$ cat src/rtl/maxi_full_burst_gen_if.sv
`default_nettype none
// ------------------------------------------------------------------
// maxi_full_burst_gen_if : AXI4-full channel bundle, master/slave views
// Revision 1.0
// ------------------------------------------------------------------
interface maxi_full_burst_gen_if #(
  parameter int ID_WIDTH   = 1,
  parameter int ADDR_WIDTH = 6,
  parameter int DATA_WIDTH = 32
);
  logic [ID_WIDTH-1:0]     awid;
  logic [ADDR_WIDTH-1:0]   awaddr;
  logic [7:0]              awlen;
  logic [2:0]              awsize;
  logic [1:0]              awburst;
  logic                    awvalid;
  logic                    awready;
  logic [DATA_WIDTH-1:0]   wdata;
  logic [DATA_WIDTH/8-1:0] wstrb;
  logic                    wlast;
  logic                    wvalid;
  logic                    wready;
  logic [ID_WIDTH-1:0]     bid;
  logic [1:0]              bresp;
  logic                    bvalid;
  logic                    bready;
  logic [ID_WIDTH-1:0]     arid;
  logic [ADDR_WIDTH-1:0]   araddr;
  logic [7:0]              arlen;
  logic [2:0]              arsize;
  logic [1:0]              arburst;
  logic                    arvalid;
  logic                    arready;
  logic [ID_WIDTH-1:0]     rid;
  logic [DATA_WIDTH-1:0]   rdata;
  logic [1:0]              rresp;
  logic                    rlast;
  logic                    rvalid;
  logic                    rready;

  modport master (
    output awid, awaddr, awlen, awsize, awburst, awvalid, input awready,
    output wdata, wstrb, wlast, wvalid, input wready,
    input bid, bresp, bvalid, output bready,
    output arid, araddr, arlen, arsize, arburst, arvalid, input arready,
    input rid, rdata, rresp, rlast, rvalid, output rready
  );

  modport slave (
    input awid, awaddr, awlen, awsize, awburst, awvalid, output awready,
    input wdata, wstrb, wlast, wvalid, output wready,
    output bid, bresp, bvalid, input bready,
    input arid, araddr, arlen, arsize, arburst, arvalid, output arready,
    output rid, rdata, rresp, rlast, rvalid, input rready
  );
endinterface
`default_nettype wire

$ cat src/rtl/maxi_full_burst_gen.sv
`default_nettype none
// ------------------------------------------------------------------
// maxi_full_burst_gen : AXI4-full write-then-readback traffic checker
// Revision 1.0
// ------------------------------------------------------------------
module maxi_full_burst_gen #(
  parameter int                        C_M_ID_WIDTH   = 1,
  parameter int                        C_M_ADDR_WIDTH = 6,
  parameter int                        C_M_DATA_WIDTH = 32,
  parameter int                        C_M_BURST_LEN  = 4,
  parameter int                        C_M_NUM_BURSTS = 2,
  parameter logic [C_M_ADDR_WIDTH-1:0] C_M_BASE_ADDR  = '0,
  parameter logic [31:0]               C_M_DATA_SEED  = 32'h55
) (
  input  logic                  M_AXI_ACLK,
  input  logic                  M_AXI_ARESETN,
  input  logic                  INIT_TXN,
  output logic                  TXN_DONE,
  output logic                  ERROR,
  output logic [7:0]            ERR_COUNT,
  maxi_full_burst_gen_if.master m_axi
);
  localparam int                        BYTES      = C_M_DATA_WIDTH / 8;
  localparam logic [C_M_ADDR_WIDTH-1:0] STRIDE     = C_M_ADDR_WIDTH'(C_M_BURST_LEN * BYTES);
  localparam logic [8:0]                LAST_BEAT  = 9'(C_M_BURST_LEN - 1);
  localparam logic [8:0]                LAST_BURST = 9'(C_M_NUM_BURSTS - 1);
  localparam logic [C_M_DATA_WIDTH-1:0] SEED       = C_M_DATA_WIDTH'(C_M_DATA_SEED);

  typedef enum logic [2:0] {S_IDLE, S_AW, S_W, S_B, S_AR, S_R, S_DONE} state_t;

  state_t                    state, state_nx;
  logic                      init_q;
  logic [8:0]                burst_idx, burst_nx, beat, beat_nx;
  logic [C_M_ADDR_WIDTH-1:0] addr, addr_nx;
  logic [C_M_DATA_WIDTH-1:0] data, data_nx;
  logic                      awvalid, awvalid_nx, wvalid, wvalid_nx, wlast, wlast_nx;
  logic                      bready, bready_nx, arvalid, arvalid_nx, rready, rready_nx;
  logic                      done, done_nx, error, error_nx, beat_err;
  logic [7:0]                err_cnt, err_cnt_nx;
  logic                      unused_ids;

  always_ff @(posedge M_AXI_ACLK or negedge M_AXI_ARESETN) begin
    if (!M_AXI_ARESETN) begin
      state     <= S_IDLE;
      init_q    <= 1'b0;
      burst_idx <= '0;
      beat      <= '0;
      addr      <= C_M_BASE_ADDR;
      data      <= SEED;
      awvalid   <= 1'b0;
      wvalid    <= 1'b0;
      wlast     <= 1'b0;
      bready    <= 1'b0;
      arvalid   <= 1'b0;
      rready    <= 1'b0;
      done      <= 1'b0;
      error     <= 1'b0;
      err_cnt   <= '0;
    end else begin
      state     <= state_nx;
      init_q    <= INIT_TXN;
      burst_idx <= burst_nx;
      beat      <= beat_nx;
      addr      <= addr_nx;
      data      <= data_nx;
      awvalid   <= awvalid_nx;
      wvalid    <= wvalid_nx;
      wlast     <= wlast_nx;
      bready    <= bready_nx;
      arvalid   <= arvalid_nx;
      rready    <= rready_nx;
      done      <= done_nx;
      error     <= error_nx;
      err_cnt   <= err_cnt_nx;
    end
  end

  // data doubles as the write pattern and the read-back expectation
  always_comb begin
    state_nx   = state;
    burst_nx   = burst_idx;
    beat_nx    = beat;
    addr_nx    = addr;
    data_nx    = data;
    awvalid_nx = awvalid;
    wvalid_nx  = wvalid;
    wlast_nx   = wlast;
    bready_nx  = bready;
    arvalid_nx = arvalid;
    rready_nx  = rready;
    done_nx    = 1'b0;
    error_nx   = error;
    err_cnt_nx = err_cnt;
    beat_err   = 1'b0;
    case (state)
      S_IDLE: if (INIT_TXN && !init_q) begin
        state_nx   = S_AW;
        awvalid_nx = 1'b1;
        burst_nx   = '0;
        addr_nx    = C_M_BASE_ADDR;
        data_nx    = SEED;
        error_nx   = 1'b0;
        err_cnt_nx = '0;
      end
      S_AW: if (awvalid && m_axi.awready) begin
        awvalid_nx = 1'b0;
        wvalid_nx  = 1'b1;
        wlast_nx   = (LAST_BEAT == 9'd0);
        beat_nx    = '0;
        state_nx   = S_W;
      end
      S_W: if (wvalid && m_axi.wready) begin
        data_nx = data + 1'b1;
        if (wlast) begin
          wvalid_nx = 1'b0;
          wlast_nx  = 1'b0;
          bready_nx = 1'b1;
          state_nx  = S_B;
        end else begin
          beat_nx  = beat + 9'd1;
          wlast_nx = ((beat + 9'd1) == LAST_BEAT);
        end
      end
      S_B: if (bready && m_axi.bvalid) begin
        bready_nx = 1'b0;
        beat_err  = (m_axi.bresp != 2'b00);
        if (burst_idx == LAST_BURST) begin
          burst_nx   = '0;
          addr_nx    = C_M_BASE_ADDR;
          data_nx    = SEED;
          arvalid_nx = 1'b1;
          state_nx   = S_AR;
        end else begin
          burst_nx   = burst_idx + 9'd1;
          addr_nx    = addr + STRIDE;
          awvalid_nx = 1'b1;
          state_nx   = S_AW;
        end
      end
      S_AR: if (arvalid && m_axi.arready) begin
        arvalid_nx = 1'b0;
        rready_nx  = 1'b1;
        beat_nx    = '0;
        state_nx   = S_R;
      end
      S_R: if (rready && m_axi.rvalid) begin
        data_nx  = data + 1'b1;
        beat_nx  = beat + 9'd1;
        beat_err = (m_axi.rdata != data) || (m_axi.rresp != 2'b00) ||
                   (m_axi.rlast != (beat == LAST_BEAT));
        if (beat == LAST_BEAT) begin
          rready_nx = 1'b0;
          if (burst_idx == LAST_BURST) begin
            done_nx  = 1'b1;
            state_nx = S_DONE;
          end else begin
            burst_nx   = burst_idx + 9'd1;
            addr_nx    = addr + STRIDE;
            arvalid_nx = 1'b1;
            state_nx   = S_AR;
          end
        end
      end
      S_DONE:  state_nx = S_IDLE;
      default: state_nx = S_IDLE;
    endcase
    if (beat_err) begin
      error_nx = 1'b1;
      if (err_cnt != 8'hFF) err_cnt_nx = err_cnt + 8'd1;
    end
  end

  assign m_axi.awid    = '0;
  assign m_axi.awaddr  = addr;
  assign m_axi.awlen   = 8'(C_M_BURST_LEN - 1);
  assign m_axi.awsize  = 3'($clog2(BYTES));
  assign m_axi.awburst = 2'b01;
  assign m_axi.awvalid = awvalid;
  assign m_axi.wdata   = data;
  assign m_axi.wstrb   = '1;
  assign m_axi.wlast   = wlast;
  assign m_axi.wvalid  = wvalid;
  assign m_axi.bready  = bready;
  assign m_axi.arid    = '0;
  assign m_axi.araddr  = addr;
  assign m_axi.arlen   = 8'(C_M_BURST_LEN - 1);
  assign m_axi.arsize  = 3'($clog2(BYTES));
  assign m_axi.arburst = 2'b01;
  assign m_axi.arvalid = arvalid;
  assign m_axi.rready  = rready;
  assign TXN_DONE      = done;
  assign ERROR         = error;
  assign ERR_COUNT     = err_cnt;
  assign unused_ids    = ^{m_axi.bid, m_axi.rid};
endmodule
`default_nettype wire

$ cat src/flat_wrapper.sv
// flat-port wrapper written by rule: the top's interface ports become plain ports
module maxi_full_burst_gen_flat 
#(
  parameter int                        C_M_ID_WIDTH   = 1,
  parameter int                        C_M_ADDR_WIDTH = 6,
  parameter int                        C_M_DATA_WIDTH = 32,
  parameter int                        C_M_BURST_LEN  = 4,
  parameter int                        C_M_NUM_BURSTS = 2,
  parameter logic [C_M_ADDR_WIDTH-1:0] C_M_BASE_ADDR  = '0,
  parameter logic [31:0]               C_M_DATA_SEED  = 32'h55
)
  (M_AXI_ACLK, M_AXI_ARESETN, INIT_TXN, TXN_DONE, ERROR, ERR_COUNT, m_axi_awid, m_axi_awaddr, m_axi_awlen, m_axi_awsize, m_axi_awburst, m_axi_awvalid, m_axi_awready, m_axi_wdata, m_axi_wstrb, m_axi_wlast, m_axi_wvalid, m_axi_wready, m_axi_bid, m_axi_bresp, m_axi_bvalid, m_axi_bready, m_axi_arid, m_axi_araddr, m_axi_arlen, m_axi_arsize, m_axi_arburst, m_axi_arvalid, m_axi_arready, m_axi_rid, m_axi_rdata, m_axi_rresp, m_axi_rlast, m_axi_rvalid, m_axi_rready);
  maxi_full_burst_gen_if #(.ID_WIDTH(1), .ADDR_WIDTH(6), .DATA_WIDTH(32)) m_axi_i ();
  input  logic M_AXI_ACLK;
  input  logic M_AXI_ARESETN;
  input  logic INIT_TXN;
  output logic TXN_DONE;
  output logic ERROR;
  output logic [7:0] ERR_COUNT;
  output wire logic [$bits(m_axi_i.awid)-1:0] m_axi_awid;
  output wire logic [$bits(m_axi_i.awaddr)-1:0] m_axi_awaddr;
  output wire logic [$bits(m_axi_i.awlen)-1:0] m_axi_awlen;
  output wire logic [$bits(m_axi_i.awsize)-1:0] m_axi_awsize;
  output wire logic [$bits(m_axi_i.awburst)-1:0] m_axi_awburst;
  output wire logic [$bits(m_axi_i.awvalid)-1:0] m_axi_awvalid;
  input wire logic [$bits(m_axi_i.awready)-1:0] m_axi_awready;
  output wire logic [$bits(m_axi_i.wdata)-1:0] m_axi_wdata;
  output wire logic [$bits(m_axi_i.wstrb)-1:0] m_axi_wstrb;
  output wire logic [$bits(m_axi_i.wlast)-1:0] m_axi_wlast;
  output wire logic [$bits(m_axi_i.wvalid)-1:0] m_axi_wvalid;
  input wire logic [$bits(m_axi_i.wready)-1:0] m_axi_wready;
  input wire logic [$bits(m_axi_i.bid)-1:0] m_axi_bid;
  input wire logic [$bits(m_axi_i.bresp)-1:0] m_axi_bresp;
  input wire logic [$bits(m_axi_i.bvalid)-1:0] m_axi_bvalid;
  output wire logic [$bits(m_axi_i.bready)-1:0] m_axi_bready;
  output wire logic [$bits(m_axi_i.arid)-1:0] m_axi_arid;
  output wire logic [$bits(m_axi_i.araddr)-1:0] m_axi_araddr;
  output wire logic [$bits(m_axi_i.arlen)-1:0] m_axi_arlen;
  output wire logic [$bits(m_axi_i.arsize)-1:0] m_axi_arsize;
  output wire logic [$bits(m_axi_i.arburst)-1:0] m_axi_arburst;
  output wire logic [$bits(m_axi_i.arvalid)-1:0] m_axi_arvalid;
  input wire logic [$bits(m_axi_i.arready)-1:0] m_axi_arready;
  input wire logic [$bits(m_axi_i.rid)-1:0] m_axi_rid;
  input wire logic [$bits(m_axi_i.rdata)-1:0] m_axi_rdata;
  input wire logic [$bits(m_axi_i.rresp)-1:0] m_axi_rresp;
  input wire logic [$bits(m_axi_i.rlast)-1:0] m_axi_rlast;
  input wire logic [$bits(m_axi_i.rvalid)-1:0] m_axi_rvalid;
  output wire logic [$bits(m_axi_i.rready)-1:0] m_axi_rready;
  assign m_axi_awid = m_axi_i.awid;
  assign m_axi_awaddr = m_axi_i.awaddr;
  assign m_axi_awlen = m_axi_i.awlen;
  assign m_axi_awsize = m_axi_i.awsize;
  assign m_axi_awburst = m_axi_i.awburst;
  assign m_axi_awvalid = m_axi_i.awvalid;
  assign m_axi_i.awready = m_axi_awready;
  assign m_axi_wdata = m_axi_i.wdata;
  assign m_axi_wstrb = m_axi_i.wstrb;
  assign m_axi_wlast = m_axi_i.wlast;
  assign m_axi_wvalid = m_axi_i.wvalid;
  assign m_axi_i.wready = m_axi_wready;
  assign m_axi_i.bid = m_axi_bid;
  assign m_axi_i.bresp = m_axi_bresp;
  assign m_axi_i.bvalid = m_axi_bvalid;
  assign m_axi_bready = m_axi_i.bready;
  assign m_axi_arid = m_axi_i.arid;
  assign m_axi_araddr = m_axi_i.araddr;
  assign m_axi_arlen = m_axi_i.arlen;
  assign m_axi_arsize = m_axi_i.arsize;
  assign m_axi_arburst = m_axi_i.arburst;
  assign m_axi_arvalid = m_axi_i.arvalid;
  assign m_axi_i.arready = m_axi_arready;
  assign m_axi_i.rid = m_axi_rid;
  assign m_axi_i.rdata = m_axi_rdata;
  assign m_axi_i.rresp = m_axi_rresp;
  assign m_axi_i.rlast = m_axi_rlast;
  assign m_axi_i.rvalid = m_axi_rvalid;
  assign m_axi_rready = m_axi_i.rready;
  maxi_full_burst_gen #(.C_M_ID_WIDTH(C_M_ID_WIDTH), .C_M_ADDR_WIDTH(C_M_ADDR_WIDTH), .C_M_DATA_WIDTH(C_M_DATA_WIDTH), .C_M_BURST_LEN(C_M_BURST_LEN), .C_M_NUM_BURSTS(C_M_NUM_BURSTS), .C_M_BASE_ADDR(C_M_BASE_ADDR), .C_M_DATA_SEED(C_M_DATA_SEED)) u_core (.M_AXI_ACLK(M_AXI_ACLK), .M_AXI_ARESETN(M_AXI_ARESETN), .INIT_TXN(INIT_TXN), .TXN_DONE(TXN_DONE), .ERROR(ERROR), .ERR_COUNT(ERR_COUNT), .m_axi(m_axi_i));
endmodule
$ cat config.mk
export PLATFORM = sky130hd
export DESIGN_NAME = maxi_full_burst_gen_flat
export DESIGN_NICKNAME = d
export VERILOG_FILES = /design/src/rtl/maxi_full_burst_gen_if.sv /design/src/rtl/maxi_full_burst_gen.sv /design/src/flat_wrapper.sv
export SDC_FILE = /design/constraint.sdc
export NUM_CORES = 1
export LEC_CHECK = 0
export BUFFER_PORTS_ARGS = -buffer_cell sky130_fd_sc_hd__buf_2
export CORE_MARGIN = 4
export CORE_UTILIZATION = 29
export DETAILED_ROUTE_END_ITERATION = 6
export PLACE_DENSITY = 0.57
export SLEW_MARGIN = 30
export SYNTH_ARGS = -nofsm -noshare
export SYNTH_HDL_FRONTEND = slang
export SYNTH_SLANG_ARGS = --single-unit
$ cat constraint.sdc
create_clock -name M_AXI_ACLK -period 3.1 [get_ports M_AXI_ACLK]
set_clock_uncertainty 0.15 [all_clocks]
set_input_delay 0.465 -clock M_AXI_ACLK [delete_from_list [all_inputs] [get_ports M_AXI_ACLK]]
set_output_delay 0.465 -clock M_AXI_ACLK [all_outputs]
set_load 0.03 [all_outputs]
==> qor.yml, run 1 <==
finish:
  finalNetCount: 708
  drive_gt1_share_pct: 21.82
  finalNonFillerCells: 876
  syn2layout_area_growth_pct: 18.98
  final_cell_area_sq_mm: 0.005766
  antenna_diodes: 0
clocking:
  cts_buffers: 9
  htree_num_levels: 3
  clkSlewWorstSetupHoldPaths_ns: 0.06
  clock_latency_ns: 0.34
  cts_tree: "done"
  cts_buffer_depth: 2
  ctsRootBufferMaster: "clkbuf_16"
  cts.repair_timing.setup_buffer_count: 0
  clock_sinks: 72
sta:
  timing.max_slew.rel_slack_pct: 59.10
  totalNegativeSetupSlack_ns: 0
  max_clock_freq_ghz: 0.3614
  grt_setup_unrepaired: "no"
  final_period_minus_worst_setup_slack_ns: 2.767
  report.final.setup_viol: 0
  finalMaxSlewViolations: 0
  finalHoldViolCount: 0
  min_period_over_period_pct: 89.27
  worst_pin_slew_ns: 0.6079
drt:
  starting_drc_count_in_detailed_routing: 274
  vias: 4207
  wl_per_cell_um: 15.01
  drt_drc_violations_left: 0
  post_drt_via_cell_ratio: 4.803
  number_of_nets_still_failing_antenna_checks_after_routing: 0
  first_pass_iters: 4
  finalWirelength_mm: 13.15
setup_path:
  path_class: "reg2reg"
  timing.critical_path.from_type: "flop"
  crit_chain: "ha_1 -> nor4b_1 -> and3_1 -> o211ai_1 -> nor4_4 -> nor2_2 -> mux2i_1"
  worst_path_dominant_cell_family: "simple AND/OR/NAND/NOR gates"
  worst_path_largest_cell_delay_ns: 0.53
  arrival_ns: 2.83
  crit_path_top_delay_cell: "nor4b_1"
  path_buf_inv: 0
  cp.required_ns: 3.16
  worst_setup_path_end_kind: "flop"
  crit_path_start: "u_core.beat[0]"
  worstPathMaxFanout: 8
  setup.reg_to_reg.worst_slack_ns: 0.33
  crit-reg2reg-launch: "u_core.beat[0]"
placed_design:
  place.gp.congestion: 0.8108
  number_of_port_buffers: 96
  dpl.hpwl_mm: 9.847
  placed_cell_area_sq_mm: 0.005446
  place_inst: 859
floorplanning:
  core_area_sq_mm: 0.01612
  num_io_pins: 139
  dieArea_sq_mm: 0.01884
  floorplan.die.height_um: 137.3
  core.rowCount: 46
  initial_core_util_pct: 30.07
  die_w_um: 137.3
worst_hold_path:
  holdCritPathClass: "in2reg"
  hold_wc_startpoint: "INIT_TXN"
global_routing:
  groute.usage.overall_pct: 14.18
  global_route.overflow_total: 0
  grt_max_degree: 48
  grt_pass1_vias: 3940
  grt_first_pass_wirelength_mm: 20.82
  antenna_found_initial: 1
logic_synthesis:
  post_synth_num_cell_types: 67
  synth-async-reset-ratio_pct: 100.0
  seq_area_frac_synth_pct: 37.28
  ys.warnings.count: 0
  syn_area_sq_mm: 0.004846
  postSynthCellCount: 562
  synth_largest_area_cell: "dfrtp_1"
  synth_enable_flop_cells: 0
  post_synthesis_area_per_instance_sq_um: 8.623
  synth_seq_cells: 72
  synth_top_area_share_pct: 35.11
  most_instantiated_flip_flop_cell_in_the_synthesis_netlist: "dfrtp_1"
  ys_top_cells_by_area: "dfrtp_1, buf_4, xor2_1"
job:
  cap_violations: 0
power:
  power_leakage_nw: 2.665
  vdd_drop_max_uv: 333.4
  p_per_area_mw_per_mm2: 713.3
run_status:
  status: "completed"
-- timing repair --
item / CTS / global route
resized for setup: 0 / 0
hold buffers: 1 / 0
hold endpoints to repair: 25 / 0
-- where the power goes --
part | internal (mW) | switching (mW)
clock network | 0.669 | 0.408
registers | 1.07 | 0.199
logic | 0.594 | 1.17
-- layer usage --
| metal | routed length (um) | up-vias | GRT usage [%] |
|---|---|---|---|
| li1 | - | 2093 | - |
| met4 | 240 | 2 | 5.710 |
| met1 | 6238 | 1979 | 20.46 |
| met5 | 7 | - | 0 |
| met3 | 752 | 18 | 2.812 |
| met2 | 5909 | 115 | 20.71 |
-- state kept, by name, summed over array words and instances (netlist names), 2 cells and up --
| register | count |
|---|---|
| u_core.ERR_COUNT | 8 |
| u_core.beat | 9 |
| u_core.burst_idx | 9 |
| u_core.m_axi.araddr | 2 |
| u_core.m_axi.wdata | 32 |
| u_core.state | 3 |
-- per-stage QoR --
step	util [%]	setup slack [ns]	power, mW	hold slack (ns)
after CTS	35.78	0.3299	4.161	0.09702
final	35.78	0.3327	4.113	0.1096
after detailed placement	33.80	0.3457	3.057	0.2716
after floorplan	-	0.7083	2.569	0.01941
after global placement	33.63	0.3758	3.045	0.3144
after global routing	35.78	0.1527	4.442	0.1038
-- cell usage after synthesis, drive strengths merged (2+ instances only) --
cell type / count
o21ai: 31
dfstp: 4
a31oi: 5
or4b: 2
or2: 3
o22a: 2
nand2: 58
a21o: 6
nor4: 16
ha: 6
buf: 52
nand3b: 4
o211ai: 4
a211o: 4
nand4: 19
and2: 6
nor4b: 3
o31ai: 10
nand2b: 12
inv: 15
xnor2: 22
o41ai: 3
a2bb2oi: 2
nor2b: 2
a21oi: 13
and3: 11
nand3: 23
a211oi: 2
nor3: 15
xor2: 34
dfrtp: 68
and4: 4
mux2i: 7
o22ai: 3
conb: 2
clkbuf: 16
or3: 3
nor2: 50
-- cells in the final DEF (no fill, tap or decap), types with 7 or more instances in the layout --
| master | count |
|---|---|
| nor2_1 | 49 |
| dfrtp_1 | 68 |
| mux2i_1 | 7 |
| o21ai_0 | 28 |
| inv_1 | 15 |
| nor3_1 | 15 |
| conb_1 | 40 |
| xor2_1 | 34 |
| nand2_1 | 58 |
| o31ai_1 | 10 |
| and3_1 | 11 |
| nand2b_1 | 12 |
| buf_4 | 15 |
| nand3_1 | 23 |
| a21oi_1 | 13 |
| buf_2 | 95 |
| nor4_1 | 14 |
| nand4_1 | 19 |
| clkbuf_16 | 9 |
| xnor2_1 | 22 |
-- cell type report --
class,count,area [sq um]
fill,1692,10350
timing repair buffer,112,625.6
multi-input combinational,444,2694
clock inverter,4,52.55
sequential,72,1807
clock buffer,12,256.5
tap,216,270.3
inverter,16,60.06
-- logic make-up after synthesis --
logic type	after synthesis	share of synthesized area, %
and+or+nand+nor	235	25.10
AOI/OAI and AO/OA	100	14.28
buffers and inverters	84	10.07
DFF	72	37.28
xor gates and xnor gates	56	10.12
muxes	7	1.446
adders and majority gates	6	1.549
other	2	0.1550
-- final timing paths --
kind                                          to  cells after the start
max                          u_core.ERR_COUNT[7]                      7
max reg2reg                  u_core.ERR_COUNT[7]                      7
min                                u_core.init_q                      1
min in group asynchronous    u_core.m_axi.rready                      2
min reg2reg                         u_core.ERROR                      2
max in group asynchronous  u_core.m_axi.wdata[2]                      3
(Power assumes the default switching activity.)
==> run 2: changes to the inputs <==
--- a/config.mk
+++ b/config.mk
@@ -6,10 +6,13 @@
 export NUM_CORES = 1
 export LEC_CHECK = 0
 export BUFFER_PORTS_ARGS = -buffer_cell sky130_fd_sc_hd__buf_2
+export CELL_PAD_IN_SITES_DETAIL_PLACEMENT = 0
+export CELL_PAD_IN_SITES_GLOBAL_PLACEMENT = 1
 export CORE_MARGIN = 4
 export CORE_UTILIZATION = 29
+export CTS_CLUSTER_DIAMETER = 120
 export DETAILED_ROUTE_END_ITERATION = 6
-export PLACE_DENSITY = 0.57
+export PLACE_DENSITY = 0.7
 export SLEW_MARGIN = 30
 export SYNTH_ARGS = -nofsm -noshare
 export SYNTH_HDL_FRONTEND = slang
==> constraint.sdc (replaced) <==
create_clock -name M_AXI_ACLK -period 3.4 [get_ports M_AXI_ACLK]
set_clock_uncertainty 0.15 [all_clocks]
set_input_delay 0.51 -clock M_AXI_ACLK [delete_from_list [all_inputs] [get_ports M_AXI_ACLK]]
set_output_delay 0.51 -clock M_AXI_ACLK [all_outputs]
set_load 0.03 [all_outputs]
==> qor.yml, run 2 (synthesized netlist as in run 1, its figures left out) <==
run_status:
  status: "completed"
placed_design:
  place.gp.congestion: 0.8427
  place_inst: 852
  number_of_port_buffers: 96
  dpl.hpwl_mm: 10.22
finish:
  largest_reg_flops: 32
  finalNetCount: 700
  layout.filler_cells: 1678
  finalNonFillerCells: 868
  post-route-util_pct: 35.15
  syn2layout_area_growth_pct: 16.89
  drive_gt1_share_pct: 21.17
  regArea_sq_mm: 0.001807
  layout_common_cells: "buf_2, dfrtp_1, nand2_1"
  antenna_diodes: 0
  layout_commonest_cell: "buf_2"
  area_of_combinational_cells_with_multiple_inputs_sq_mm: 0.002694
drt:
  vias: 4249
  post_drt_via_cell_ratio: 4.895
  drt_drc_violations_left: 0
  number_of_nets_still_failing_antenna_checks_after_routing: 0
  starting_drc_count_in_detailed_routing: 208
  finalWirelength_mm: 13.52
  wl_per_cell_um: 15.58
  first_pass_iters: 5
clocking:
  ctsRootBufferMaster: "clkbuf_16"
  htree_num_levels: 3
  clock_sinks: 72
  clkSlewWorstSetupHoldPaths_ns: 0.06
  cts_tree: "done"
  cts_buffer_depth: 2
  clock_latency_ns: 0.33
  cts_buffers: 9
  cts.repair_timing.setup_buffer_count: 0
  postCtsResizedCells: 0
  postCtsHoldBufs: 0
setup_path:
  timing.critical_path.from_type: "flop"
  worst_path_largest_cell_delay_ns: 0.54
  worstPathMaxFanout: 13
  path_class: "reg2reg"
  worst_setup_path_end_kind: "flop"
  crit-reg2reg-launch: "u_core.beat[0]"
  crit_path_top_delay_cell: "a2bb2oi_2"
  crit_chain: "ha_1 -> nor4b_1 -> nand4_1 -> a2bb2oi_2 -> nand4_1 -> xor2_1 -> nor2_1"
  crit_path_start: "u_core.beat[0]"
  r2r.worst_path.cells: 7
  path_common_cell: "nand4_1"
  cp.required_ns: 3.46
  arrival_ns: 2.82
global_routing:
  global_route.overflow_total: 0
  grt_pass1_vias: 3947
  grt_first_pass_wirelength_mm: 21.00
  groute.usage.overall_pct: 14.18
  antenna_found_initial: 0
  grt_max_degree: 36
floorplanning:
  initial_core_util_pct: 30.07
  dieArea_sq_mm: 0.01884
  floorplan.die.height_um: 137.3
  core_area_sq_mm: 0.01612
  core.rowCount: 46
  num_io_pins: 139
  die_w_um: 137.3
power:
  clockPowerShare_pct: 25.6
  netSwitchingFraction_pct: 44.35
  power_leakage_nw: 2.611
  p_per_area_mw_per_mm2: 645.8
  part_of_the_total_power_dissipated_in_sequential_elements_pct: 31.8
  cell_internal_pwr_mw: 2.036
  power.total_mw: 3.658
  power.switching_mw: 1.622
  vdd_drop_max_uv: 328.5
  combinationalPowerShare_pct: 42.6
sta:
  min_period_over_period_pct: 81.21
  final_period_minus_worst_setup_slack_ns: 2.761
  grt_setup_unrepaired: "no"
  finalMaxSlewViolations: 0
  totalNegativeSetupSlack_ns: 0
  timing.max_slew.rel_slack_pct: 51.50
  finalHoldViolCount: 0
  max_clock_freq_ghz: 0.3622
  report.final.setup_viol: 0
  worst_pin_slew_ns: 0.7275
worst_hold_path:
  holdCritPathClass: "in2async"
job:
  cap_violations: 0
==> run 2: through the flow <==
step	instance area, sq um	setup slack (ns)	hold slack (ns)
6_report	5664	0.6388	0.08474
5_1_grt	5664	0.3740	0.1393
2_1_floorplan	4989	1.008	0.06441
4_1_cts	5664	0.6714	0.1070
3_5_place_dp	5371	0.6920	0.3208
3_3_place_gp	5371	0.7091	0.3103
==> run 2: power by group through the flow <==
| stage | Combinational (mW) | Sequential [mW] | Clock (mW) |
|---|---|---|---|
| after floorplan | 1.11 | 1.24 | 0 |
| after global placement | 1.55 | 1.17 | 0 |
| after detailed placement | 1.56 | 1.18 | 0 |
| after CTS | 1.57 | 1.16 | 0.963 |
| after global routing | 1.72 | 1.19 | 1.00 |
| final | 1.56 | 1.16 | 0.937 |
==> run 2: final cells by class <==
type / count / area share (%)
clock buffers: 12 / 4.705
clock inverters: 4 / 0.4639
inverters: 16 / 1.060
multi-input cells: 444 / 47.56
flip-flops and latches: 72 / 31.90
well taps: 216 / 4.771
repair buffers: 104 / 9.543
==> run 2: layer usage <==
layer | track usage (%) | up-vias | share of wire (%) | routed length (um)
met2 | 22.64 | 102 | 46 | 6282
met1 | 19.37 | 2054 | 47 | 6323
li1 | - | 2078 | - | -
met5 | 0 | - | 0 | 0
met3 | 2.739 | 15 | 5.4 | 731
met4 | 4.490 | 0 | 1.4 | 187
==> run 2: final timing paths <==
check | to | slack, ns
worst min-delay path | u_core.m_axi.araddr[4] | 0.08
min in group M_AXI_ACLK | u_core.init_q | 0.16
worst max register to register | u_core.burst_idx[8] | 0.64
worst min register to register | u_core.ERROR | 0.33
worst max-delay path | u_core.burst_idx[8] | 0.64
max in group asynchronous | u_core.m_axi.wdata[4] | 2.16
==> run 2: critical path: cells and delay by family (launching register included) <==
| kind | cells | cell delay, ns |
|---|---|---|
| simple gates | 4 | 1.03 |
| compound gates | 1 | 0.54 |
| fa+ha+maj | 1 | 0.33 |
| flops | 1 | 0.41 |
| xor+xnor | 1 | 0.18 |
==> run 3: changes to the inputs <==
==> constraint.sdc (replaced) <==
create_clock -name M_AXI_ACLK -period 2.7 [get_ports M_AXI_ACLK]
set_clock_uncertainty 0.15 [all_clocks]
set_input_delay 0.405 -clock M_AXI_ACLK [delete_from_list [all_inputs] [get_ports M_AXI_ACLK]]
set_output_delay 0.405 -clock M_AXI_ACLK [all_outputs]
set_load 0.03 [all_outputs]
==> qor.yml, run 3 (synthesized netlist as in run 1, its figures left out) <==
placed_design:
  number_of_port_buffers: 96
  place_inst: 871
  dpl.hpwl_mm: 10.27
  post-place-ws_ns: 0.1778
  place.gp.congestion: 0.8442
sta:
  finalHoldViolCount: 0
  totalNegativeSetupSlack_ns: 0
  grt_setup_unrepaired: "no"
  max_clock_freq_ghz: 0.3885
  report.final.setup_viol: 0
  setup_slack_ns: 0.1262
  min_period_over_period_pct: 95.33
  worst_pin_slew_ns: 0.5469
  finalMaxSlewViolations: 0
  final_period_minus_worst_setup_slack_ns: 2.574
  timing.max_slew.rel_slack_pct: 63.02
  worst_hold_slack_ns: 0.04343
clocking:
  cts_tree: "done"
  clock_latency_ns: 0.35
  cts_buffer_depth: 2
  clkSlewWorstSetupHoldPaths_ns: 0.06
  cts_buffers: 9
  postCtsResizedCells: 0
  cts.repair_timing.setup_buffer_count: 0
  htree_num_levels: 3
  ctsRootBufferMaster: "clkbuf_16"
  clock_sinks: 72
global_routing:
  global_route.overflow_total: 0
  gr-usage-met1_pct: 19.35
  grt_pass1_vias: 4091
  antenna_found_initial: 0
  gr-max-usage-layer: "met2"
  groute.usage.overall_pct: 14.41
  grt_first_pass_wirelength_mm: 21.22
  grt_max_degree: 73
  grt_use_met2_pct: 22.64
  global_route.usage.met3_pct: 3.579
run_status:
  status: "completed"
setup_path:
  crit-reg2reg-launch: "u_core.beat[0]"
  r2r.worst_path.cells: 8
  rr_endpoint: "u_core.ERR_COUNT[4]"
  worstPathMaxFanout: 7
  timing.critical_path.from_type: "flop"
  worst_setup_path_end_kind: "flop"
  cp.required_ns: 2.81
  arrival_ns: 2.68
  crit_path_start: "u_core.beat[0]"
  path_class: "reg2reg"
  setup.reg_to_reg.worst_slack_ns: 0.13
finish:
  largest_reg_flops: 32
  layout.filler_cells: 1681
  post-route-util_pct: 36.46
  layout_common_cells: "buf_2, dfrtp_1, nand2_1"
  antenna_diodes: 0
  finalNonFillerCells: 888
  finalNetCount: 720
  drive_gt1_share_pct: 23.07
  layout_commonest_cell: "buf_2"
  syn2layout_area_growth_pct: 21.25
power:
  cell_internal_pwr_mw: 2.855
  vdd_drop_max_uv: 332.8
  netSwitchingFraction_pct: 41.88
  clockPowerShare_pct: 28.1
  power_leakage_nw: 2.730
  combinationalPowerShare_pct: 42.9
  part_of_the_total_power_dissipated_in_sequential_elements_pct: 29.0
  power.switching_mw: 2.058
  p_per_area_mw_per_mm2: 836.1
drt:
  post_drt_via_cell_ratio: 4.891
  wl_per_cell_um: 15.44
  drt_drc_violations_left: 0
  vias: 4343
  starting_drc_count_in_detailed_routing: 324
  first_pass_iters: 5
  number_of_nets_still_failing_antenna_checks_after_routing: 0
  finalWirelength_mm: 13.71
floorplanning:
  initial_core_util_pct: 30.07
  core.rowCount: 46
  dieArea_sq_mm: 0.01884
  num_io_pins: 139
  die_w_um: 137.3
  floorplan.die.height_um: 137.3
  core_area_sq_mm: 0.01612
worst_hold_path:
  hold_end: "u_core.init_q"
  hold_wc_startpoint: "INIT_TXN"
  whs_path_depth: 1
  holdCritPathClass: "in2reg"
job:
  cap_violations: 0
-- run 3: changes by cell type in the layout (fill, tap and decap cells not counted), sizes merged --
cell and delta:
buf +19, bufinv +3, clkbuf -1, clkinv -1, dlygate4sd3 +1, inv -1
-- run 3: final cells by class --
type,count,area (sq um),share of cell area (%)
Inverter,16,60.06,1.022
Tap cell,216,270.3,4.600
Timing Repair Buffer,124,705.7,12.01
Sequential cell,72,1807,30.75
Clock inverter,5,106.4,1.810
Multi-Input combinational cell,444,2694,45.85
Clock buffer,11,232.7,3.961
-- run 3: power by group through the flow --
stage / logic, mW / registers (mW) / clock network (mW)
after floorplan: 1.39 / 1.56 / 0
after global placement: 2.08 / 1.44 / 0
after detailed placement: 2.10 / 1.44 / 0
after CTS: 2.11 / 1.43 / 1.41
after global routing: 2.33 / 1.46 / 1.47
final: 2.11 / 1.43 / 1.38
-- run 3: critical path, cell delays in order, from the launching register on --
cell      delay, ns
dfrtp_1        0.41
ha_1           0.19
nor4b_1        0.36
buf_4          0.20
and3_1         0.16
o211ai_1       0.12
nor4_4         0.49
nor2_2         0.19
o22ai_1        0.21
-- run 3: routing by layer --
metal,vias up,routed length [um]
li1,2110,-
met1,2079,6218
met2,139,6426
met3,15,859
met4,0,208
met5,-,0
-- run 3: what timing repair did --
item | 4_1_cts | 5_1_grt
endpoints found under the setup margin | 0 | 2
endpoints found under the hold margin | 68 | 0
hold buffers | 1 | 0
-- run 3: worst max-delay path by stage --
stage                           to  slack, ns  cells past startpoint
5_1_grt        u_core.ERR_COUNT[0]      0.009                      8
2_1_floorplan  u_core.ERR_COUNT[0]       0.31                      6
3_3_place_gp   u_core.ERR_COUNT[7]       0.19                      8
3_5_place_dp   u_core.ERR_COUNT[1]       0.18                      6
4_1_cts        u_core.ERR_COUNT[4]       0.15                      6
6_report       u_core.ERR_COUNT[4]       0.13                      8
-- run 3: through the flow --
step	cell area, sq um	total power [mW]
after floorplan	4989	2.950
after global placement	5527	3.513
after detailed placement	5527	3.546
after CTS	5876	4.945
after global routing	5876	5.255
final	5876	4.913
